## config.mk

```make
export PLATFORM = sky130hd
export DESIGN_NAME = cim_seq_ctrl
export DESIGN_NICKNAME = d
export VERILOG_FILES = /design/src/rtl/cim_seq_pkg.sv /design/src/rtl/cim_seq_timer.sv /design/src/rtl/cim_seq_ctrl.sv
export SDC_FILE = /design/constraint.sdc
export NUM_CORES = 1
export LEC_CHECK = 0
export CAP_MARGIN = 40
export CORE_ASPECT_RATIO = 2
export CORE_MARGIN = 1.5
export CORE_UTILIZATION = 38
export DETAILED_ROUTE_END_ITERATION = 8
export GPL_TIMING_DRIVEN = 0
export HOLD_SLACK_MARGIN = 0.02
export PLACE_DENSITY_LB_ADDON = 0.15
export SYNTH_ARGS = -nofsm -noshare
export SYNTH_HDL_FRONTEND = slang
export SYNTH_HIERARCHICAL = 1
export SYNTH_SLANG_ARGS = --single-unit
export TNS_END_PERCENT = 5
```

## constraint.sdc

```tcl
create_clock -name clk -period 2.3 [get_ports clk]
set_input_delay 0.575 -clock clk [delete_from_list [all_inputs] [get_ports clk]]
set_output_delay 0.575 -clock clk [all_outputs]
set_load 0.05 [all_outputs]
```

## src/rtl/cim_seq_pkg.sv

```systemverilog
// Shared types and constants for the CIM command sequencer.
//   state_e   : sequencer states
//   CNT_IDLE  : phase count driven while the datapath is not sequencing
//   fp_res_t  : packed {FP3,FP2,FP1,FP0} result word from the datapath
//   sext_int  : sign-extends the 22-bit INT result to 32 bits
package cim_seq_pkg;

  typedef enum logic [2:0] {
    StIdle,
    StFlush,
    StRun,
    StWait,
    StResp
  } state_e;

  localparam logic [3:0] CNT_IDLE = 4'hF;

  localparam int unsigned LAST_INT_DEF    = 6;
  localparam int unsigned LAST_FP_DEF     = 10;
  localparam int unsigned FLUSH_CYC_DEF   = 8;
  localparam int unsigned TIMEOUT_CYC_DEF = 64;

  typedef struct packed {
    logic [7:0] fp3;
    logic [7:0] fp2;
    logic [7:0] fp1;
    logic [7:0] fp0;
  } fp_res_t;

  function automatic logic [31:0] sext_int(input logic [21:0] v);
    return {{10{v[21]}}, v};
  endfunction

endpackage

```

## src/rtl/cim_seq_timer.sv

```systemverilog
// Shared down-counter for the FLUSH drain period and the WAIT timeout.
//   clk, RSTN : clock, asynchronous active-low reset
//   load      : load load_val this edge (wins over counting)
//   load_val  : value loaded; expire rises load_val cycles after the load edge
//   expire    : counter is at zero
module cim_seq_timer #(
  parameter int unsigned WIDTH = 7
) (
  input  logic             clk,
  input  logic             RSTN,
  input  logic             load,
  input  logic [WIDTH-1:0] load_val,
  output logic             expire
);

  logic [WIDTH-1:0] cnt_q;

  always_ff @(posedge clk or negedge RSTN) begin
    if (!RSTN) begin
      cnt_q <= '0;
    end else if (load) begin
      cnt_q <= load_val;
    end else if (cnt_q != '0) begin
      cnt_q <= cnt_q - WIDTH'(1);
    end
  end

  assign expire = (cnt_q == '0);

endmodule

```

## src/rtl/cim_seq_ctrl.sv

```systemverilog
// Command-level sequencer for the CIM compute datapath.
// Accepts one MAC-batch command, drives mode/phase count/DataValid to the
// datapath, waits for its done pulse (or times out) and holds the result in a
// valid/ready register.
//   clk, RSTN          : clock, asynchronous active-low reset
//   cmd_valid/ready    : command handshake, cmd_fp selects FP (1) or INT (0)
//   cim_infp           : datapath mode, changes only on command accept
//   cim_data_valid     : high while the phase count is sequencing
//   cim_cnt            : phase count, 4'hF when idle
//   cim_done           : datapath done pulse, only observed in WAIT
//   cim_int, cim_fp    : datapath INT / FP results
//   res_valid/ready    : result handshake; res_fp, res_data, res_err describe it
//   busy               : sequencer is not idle
// Optional build macro CIM_SEQ_PERF_EN adds perf_clr, perf_ops, perf_cycles.
module cim_seq_ctrl
  import cim_seq_pkg::*;
#(
  parameter int unsigned LAST_INT    = LAST_INT_DEF,
  parameter int unsigned LAST_FP     = LAST_FP_DEF,
  parameter int unsigned FLUSH_CYC   = FLUSH_CYC_DEF,
  parameter int unsigned TIMEOUT_CYC = TIMEOUT_CYC_DEF
) (
  input  logic        clk,
  input  logic        RSTN,
  input  logic        cmd_valid,
  output logic        cmd_ready,
  input  logic        cmd_fp,
  output logic        cim_infp,
  output logic        cim_data_valid,
  output logic [3:0]  cim_cnt,
  input  logic        cim_done,
  input  logic [21:0] cim_int,
  input  logic [31:0] cim_fp,
  output logic        res_valid,
  input  logic        res_ready,
  output logic        res_fp,
  output logic [31:0] res_data,
  output logic        res_err,
  output logic        busy
`ifdef CIM_SEQ_PERF_EN
  ,
  input  logic        perf_clr,
  output logic [31:0] perf_ops,
  output logic [31:0] perf_cycles
`endif
);

  localparam int unsigned TMR_MAX = (FLUSH_CYC > TIMEOUT_CYC) ? FLUSH_CYC : TIMEOUT_CYC;
  localparam int unsigned TW      = (TMR_MAX > 2) ? $clog2(TMR_MAX) : 1;

  state_e        state_q, state_d;
  logic          infp_q, infp_d;
  logic [3:0]    cnt_q, cnt_d;
  logic          res_valid_q, res_valid_d;
  logic          res_err_q, res_err_d;
  logic          res_fp_q, res_fp_d;
  logic [31:0]   res_data_q, res_data_d;

  logic          tmr_load;
  logic [TW-1:0] tmr_val;
  logic          tmr_expire;

  fp_res_t       fp_res;
  logic [3:0]    last_cnt;

  assign fp_res   = cim_fp;
  assign last_cnt = infp_q ? 4'(LAST_FP) : 4'(LAST_INT);

  cim_seq_timer #(
    .WIDTH (TW)
  ) u_timer (
    .clk      (clk),
    .RSTN     (RSTN),
    .load     (tmr_load),
    .load_val (tmr_val),
    .expire   (tmr_expire)
  );

  // State and registered outputs.
  always_ff @(posedge clk or negedge RSTN) begin
    if (!RSTN) begin
      state_q     <= StIdle;
      infp_q      <= 1'b0;
      cnt_q       <= CNT_IDLE;
      res_valid_q <= 1'b0;
      res_err_q   <= 1'b0;
      res_fp_q    <= 1'b0;
      res_data_q  <= '0;
    end else begin
      state_q     <= state_d;
      infp_q      <= infp_d;
      cnt_q       <= cnt_d;
      res_valid_q <= res_valid_d;
      res_err_q   <= res_err_d;
      res_fp_q    <= res_fp_d;
      res_data_q  <= res_data_d;
    end
  end

  // Next-state logic.
  always_comb begin
    state_d     = state_q;
    infp_d      = infp_q;
    cnt_d       = cnt_q;
    res_valid_d = res_valid_q;
    res_err_d   = res_err_q;
    res_fp_d    = res_fp_q;
    res_data_d  = res_data_q;
    tmr_load    = 1'b0;
    tmr_val     = '0;

    unique case (state_q)
      StIdle: begin
        if (cmd_valid) begin
          infp_d = cmd_fp;
          if (cmd_fp != infp_q) begin
            // Mode change: drain the FP buffers and adder tree first.
            state_d  = StFlush;
            tmr_load = 1'b1;
            tmr_val  = TW'(FLUSH_CYC - 1);
          end else begin
            state_d = StRun;
            cnt_d   = 4'd0;
          end
        end
      end
      StFlush: begin
        if (tmr_expire) begin
          state_d = StRun;
          cnt_d   = 4'd0;
        end
      end
      StRun: begin
        if (cnt_q == last_cnt) begin
          state_d  = StWait;
          cnt_d    = CNT_IDLE;
          tmr_load = 1'b1;
          tmr_val  = TW'(TIMEOUT_CYC - 1);
        end else begin
          cnt_d = cnt_q + 4'd1;
        end
      end
      StWait: begin
        // Done has priority over a coincident timeout.
        if (cim_done) begin
          state_d     = StResp;
          res_valid_d = 1'b1;
          res_err_d   = 1'b0;
          res_fp_d    = infp_q;
          res_data_d  = infp_q ? fp_res : sext_int(cim_int);
        end else if (tmr_expire) begin
          state_d     = StResp;
          res_valid_d = 1'b1;
          res_err_d   = 1'b1;
          res_data_d  = '0;
        end
      end
      StResp: begin
        if (res_ready) begin
          state_d     = StIdle;
          res_valid_d = 1'b0;
          res_err_d   = 1'b0;
        end
      end
      default: state_d = StIdle;
    endcase
  end

  // Outputs.
  always_comb begin
    cmd_ready      = (state_q == StIdle);
    busy           = (state_q != StIdle);
    cim_data_valid = (state_q == StRun);
  end

  assign cim_infp  = infp_q;
  assign cim_cnt   = cnt_q;
  assign res_valid = res_valid_q;
  assign res_err   = res_err_q;
  assign res_fp    = res_fp_q;
  assign res_data  = res_data_q;

`ifdef CIM_SEQ_PERF_EN
  logic [31:0] perf_ops_q, perf_cycles_q;

  always_ff @(posedge clk or negedge RSTN) begin
    if (!RSTN) begin
      perf_ops_q    <= '0;
      perf_cycles_q <= '0;
    end else if (perf_clr) begin
      perf_ops_q    <= '0;
      perf_cycles_q <= '0;
    end else begin
      if (res_valid_q && res_ready && !res_err_q && (perf_ops_q != '1)) begin
        perf_ops_q <= perf_ops_q + 32'd1;
      end
      if (busy && (perf_cycles_q != '1)) begin
        perf_cycles_q <= perf_cycles_q + 32'd1;
      end
    end
  end

  assign perf_ops    = perf_ops_q;
  assign perf_cycles = perf_cycles_q;
`endif

endmodule

```

# After elaboration in Yosys (flattened, before gate mapping)

Index checks and enable logic that the tools add are counted.

Flip-flop bits (word level): 49
Input bits: 60
Output and inout bits: 43

Add/subtract/negate cells: 2
Eq/ne operators: 12
Multiplexer cells: 33
Reduce and logical (&&, ||, !) cells: 14

Operators by type and width:

| operator            | number |
|---|---|
| $mux 32             | 3 |
| $mux 3              | 8 |
| $mux 4              | 5 |
| $mux 6              | 3 |
| $pmux 3 s5          | 1 |
| $pmux 4 s3          | 1 |
| $pmux 6 s2          | 1 |
| $ne 2x2->1 const B  | 4 |
| $mux 1              | 7 |
| $eq 3x2->1 const B  | 2 |
| $logic_not 6->1     | 1 |
| $pmux 1 s2          | 3 |
| $reduce_and 2->1    | 3 |
| $reduce_bool 2->1   | 3 |
| $reduce_bool 3->1   | 2 |
| $reduce_bool 6->1   | 1 |
| $sub 6x1->6 const B | 1 |
| $reduce_and 5->1    | 1 |
| $add 4x1->4 const B | 1 |
| $eq 4x4->1          | 1 |
| $reduce_and 4->1    | 1 |
| $eq 3x1->1 const B  | 1 |
| $eq 3x3->1 const B  | 1 |
| $logic_not 3->1     | 1 |
| other kinds (5)     | 5 |

# Logic depth before layout (Yosys ltp)

Depth after elaboration: 5
Mapped depth: 9
Gate-level depth less buffers: 8

# Cells and area by module

Netlist, hierarchy kept.

By module, submodules not included:

| module        | times used | cells each | area an instance (sq um) | sequential area each (sq um) |
|---|---|---|---|---|
| cim_seq_ctrl  | 1          | 210        | 2043.2                   | 1081.0 |
| cim_seq_timer | 1          | 40         | 400.4                    | 150.1 |

# Worst setup path before layout

OpenSTA, ideal clock, no wires.

Path type: register to register
From: register cnt_q[1] (netlist: cim_cnt[1])
To: register u_timer.cnt_q[0]
Library setup time: 0.149 ns
Data arrival time: 2.211 ns
Slack: -0.060 ns
Stages on the path, launching flop included: 7
Buffers on the path: 1
Period minus slack after synthesis: 2.360 ns
Cells stage by stage: dfstp_2 -> ha_1 -> o21ai_1 -> mux2_2 -> nor3_1 -> clkbuf_1 -> a221oi_1

Cells in the longest elaborated chain, start to end: 4
Elaborated cells between the ends (all ways): 7
Classes of those cells: eq/ne: 1; mux: 5; reduce/logical: 1

RTL lines:

| what                                        | line                | text |
|---|---|---|
| start: declaration                          | cim_seq_ctrl.sv:53  | `logic [3:0] cnt_q, cnt_d;` |
| start signal: assignment                    | cim_seq_ctrl.sv:92  | `cnt_q <= cnt_d;` |
| $eq 4x4->1 (*)                              | cim_seq_ctrl.sv:134 | `if (cnt_q == last_cnt) begin` |
| $mux 1 (*)                                  | cim_seq_ctrl.sv:134 |  |
| $pmux 1 s2 (*)                              | cim_seq_ctrl.sv:112 | `unique case (state_q)` |
| named net tmr_load                          | cim_seq_ctrl.sv:59  | `logic tmr_load;` |
| $mux 6 or $reduce_bool 2->1 (tied branches) | -                   |  |
| end signal: assignment                      | cim_seq_timer.sv:22 | `cnt_q <= load_val;` |
| end signal: assignment                      | cim_seq_timer.sv:24 | `cnt_q <= cnt_q - WIDTH'(1);` |
| end: declaration                            | cim_seq_timer.sv:16 | `logic [WIDTH-1:0] cnt_q;` |

Mark *: on every way through the listed nets, which the timed path passes. The rest lies on a longest branch.
A chain may end at the register's enable or synchronous reset.

# Worst setup path after layout

From: register cnt_q[0] (netlist: cim_cnt[0])
To: output port cim_cnt[0]

RTL lines:

| what             | line               | text |
|---|---|---|
| end: declaration | cim_seq_ctrl.sv:30 | `output logic [3:0] cim_cnt,` |

No word-level cell between the ends.

==> results by stage <==
Global route:
- The maximum number of pins on one net before global-route repair is 28.
- The number of antenna violations at the first check in global routing is 0.
- The global-route wire length before repair is ~11000 um.
- Global routing used between 10% and 20% of the available tracks across all layers.
- The number of global-route vias before repair came to 2232.
- The total global routing overflow is 0.

Critical path:
- The slowest stage of the critical path belongs to the cell sky130_fd_sc_hd__clkdlybuf4s50_1.
- The required time at the endpoint of the critical path is roughly 1700 ps.
- In this run the worst path has a maximum fanout of 6.
- For this run, the slowest stage of the critical path takes roughly 810 ps.
- Among cell families on the critical path, the largest total delay comes from buffers and inverters.
- The critical path arrival is about 1700 ps.
- The worst setup path is launched from a flip-flop.
- STA classifies the critical path endpoint as an output pin.
- The signal on the critical path passes through clkdlybuf4s50_1.
- The kind of critical path is reg2out.
- The buffering stage count on the worst path with inverters included is 1.

CTS:
- Counting every sink on the clock net gives around 50.
- Clock tree synthesis inserted a total of 5 buffers.
- TritonCTS built the clock tree.
- The longest clock path from root to sink contains 2 buffers.
- Clock-pin slew was measured on the worst setup and hold paths at 60 ps.
- The clock insertion delay at the later pin of the skew report is 280 ps.
- The H-tree depth is 2.
- The root cell of the clock tree is sky130_fd_sc_hd__clkbuf_16.

STA:
- Setup slack closes at about 54 ps.
- In this run the tightest slew margin relative to its limit is between 60% and 70%.
- The final critical path takes up a little over nine tenths of the cycle.
- Setup violations remaining at the end of the flow were counted as 0.
- The timing-limited maximum frequency is 0.4452 GHz.
- The number of endpoints with negative hold slack in the final report is 0.
- At the pin with the least slew margin, the transition time is between 500 and 600 ps.
- Setup repair after global routing could not meet its margin everywhere.
- The post-layout minimum cycle time is 2246 ps.
- On the final layout, the worst clock skew is between 5 and 6 ps.
- The final-layout worst hold slack is approximately 270 ps.
- The total negative slack for setup checks is 0 ps.
- The final number of max-transition violations is 0.

Power:
- Dividing total power by cell area gives a power density of 1521 nW/um2.
- The overall power is approximately 5.7 mW.
- The worst voltage drop across the vdd grid is ~0.00078 V.
- The static leakage is about 1.6 nW.

Floorplanning:
- The overall die height is 116.4 um.
- The core region is ~6300 um2.
- The number of rows created at floorplan is between 40 and 50.
- The starting density of the core is 39.04%.
- The die is about 60 um wide.
- The number of I/O pins is a little over 100.
- The die covers around 7000 um2.

Yosys:
- The proportion of synthesized flip-flops having asynchronous set or reset is 100.0%.
- Counting every net in the synthesized netlist gives around 310.
- Sequential elements use 50.38% of the synthesized area.
- The Yosys step of the flow raised 6 warnings.
- The mean instance size in the synthesized netlist is 9.774 um2.
- In this run, distinct cell masters in the synthesized netlist total 47.
- The post-synthesis register bit count is 49.
- The top flip-flop cell by instance count after synthesis is sky130_fd_sc_hd__dfrtp_1.
- The cell area after synthesis is approximately 2400 um2.
- In this run, synthesis inferred 0 flip-flops with an integrated enable.
- Synthesis produced a netlist whose cell count is 250.

Placement:
- Port buffering added between 100 and 150 buffers.
- At the end of routability-driven placement, the weighted congestion stood at about 0.79.
- Prior to clock tree synthesis, the placed netlist has a worst setup slack of -458.8 ps.
- The number of placed cells counting well taps is approximately 440.
- The area of placed instances is 3592 um2.
- The post-detailed-placement half-perimeter wirelength is between 5000 and 6000 um.

Routing:
- The total wire length after detailed routing is approximately 6400 um.
- The number of DRC violations after detailed-routing iteration 0 is 40.
- The number of optimization iterations in the first detailed-route pass is 4.
- The mean number of vias per cell is ~4.9.
- The post-detailed-route wirelength per cell is ~14 um.
- The count of nets left with antenna violations once routing finished came out at 0.
- The routed layout has 2186 vias.
- After detailed routing, the number of remaining DRC violations is 0.

Cells and area:
- The final non-filler cell area is 3765 um2.
- The total number of nets in the final design is ~430.
- The number of antenna diodes in the final layout is 0.
- Cells fill between 60% and 70% of the core in the end.
- The final cell count without fillers is 449.
- The layout cell share with drive strength beyond 1 is roughly a tenth.
- After filler insertion, the fill cell instance count of the layout stands at between 500 and 600.
- The footprint of the multi-input gates is 1120 um2.
- Registers take between 1000 and 1500 um2.
- Relative to the synthesized area, the layout overhead comes to 54.07%.

Status:
- The flow ran to the end, and the final reports show no timing, DRC or antenna violations.

Run:
- Across the run, the number of max-cap violations was 0.

Worst hold path:
- The path type of the worst min-delay path is in2async.
-- Yosys cell counts (all sizes together) (2+ instances only) --
| cell | n | area [um2] |
|---|---|---|
| dfrtp | 45 | 1126 |
| nand2 | 43 | 161.4 |
| o21ai | 36 | 180.2 |
| mux2i | 22 | 220.2 |
| a21oi | 15 | 75.07 |
| clkbuf | 9 | 33.78 |
| inv | 8 | 30.03 |
| nor2 | 8 | 30.03 |
| buf | 6 | 36.28 |
| nand3 | 6 | 30.03 |
| dfstp | 4 | 105.1 |
| ha | 4 | 50.05 |
| o31ai | 4 | 30.03 |
| a221oi | 3 | 32.53 |
| a31oi | 3 | 18.77 |
| nand2b | 3 | 21.27 |
| nor2b | 3 | 21.27 |
| xnor2 | 3 | 26.28 |
| mux2 | 2 | 22.52 |
| nor3 | 2 | 15.01 |
| nor3b | 2 | 15.01 |
| or3b | 2 | 17.52 |
-- cell families after synthesis --
group,after synthesis,synth area share (%)
simple gates,75,14.80
compound gates,70,17.15
flops,49,50.38
buf+inv,24,4.249
mux,24,9.933
xor+xnor,4,1.434
fa+ha+maj,4,2.048
-- worst paths after layout --
path,startpoint,to,slack [ps],cells past startpoint
hold / removal,RSTN,res_data[28],270,1
hold reg to reg,res_data[8],res_data[8],480,2
setup reg to reg,u_timer/cnt_q[4],res_data[23],110,8
max in group asynchronous,RSTN,cim_cnt[1],1420,2
min in group clk,res_data[8],res_data[8],480,2
setup / recovery,cim_cnt[0],cim_cnt[0],50,1
-- sequential cells by signal, summed over array words and instances (netlist names) --
register / cells
res_data: 32
u_timer/cnt_q: 6
cim_cnt: 4
state_q: 3
cim_infp: 1
res_err: 1
res_fp: 1
res_valid: 1
-- area by class of cell --
cell class                 instances  share of cell area, %
multi-input combinational        177                  29.74
inverter                           9                 0.8973
buffer                            15                  1.961
timing repair buffer             105                  27.65
clock buffer                       7                  4.054
sequential                        49                  32.70
clock inverter                     1                 0.1329
tap                               86                  2.858
-- power breakdown --
part / internal [mW] / leakage [nW] / switching [mW]
Sequential: 1.27 / 0.606 / 0.280
Clock: 0.460 / 0.0799 / 0.299
Combinational: 1.23 / 0.963 / 2.19
Total: 2.96 / 1.65 / 2.77
-- placed cells by master (no fill, tap or decap), types with 3 or more instances in the layout --
cell type,n
sky130_fd_sc_hd__clkdlybuf4s50_1,96
sky130_fd_sc_hd__dfrtp_1,45
sky130_fd_sc_hd__nand2_1,43
sky130_fd_sc_hd__o21ai_1,36
sky130_fd_sc_hd__mux2i_1,22
sky130_fd_sc_hd__a21oi_1,15
sky130_fd_sc_hd__buf_2,8
sky130_fd_sc_hd__nor2_1,8
sky130_fd_sc_hd__clkbuf_1,7
sky130_fd_sc_hd__inv_1,6
sky130_fd_sc_hd__nand3_1,6
sky130_fd_sc_hd__clkbuf_16,5
sky130_fd_sc_hd__o31ai_1,4
sky130_fd_sc_hd__ha_1,4
sky130_fd_sc_hd__dfstp_2,4
sky130_fd_sc_hd__a31oi_1,3
sky130_fd_sc_hd__buf_4,3
sky130_fd_sc_hd__xnor2_1,3
-- per-layer routing --
layer	global-route usage [%]	wire length (um)	up-vias
li1	-	-	1094
met2	36.45	3698	61
met1	21.75	2242	1022
met3	3.433	258	9
met4	7.111	166	0
met5	0	0	-
-- what timing repair did --
item | CTS | global route
buffers inserted | 0 | 2
gates resized for setup | 10 | 11
hold buffers | 0 | 0
setup endpoints to repair | 9 | 39
(Power assumes the default switching activity.)
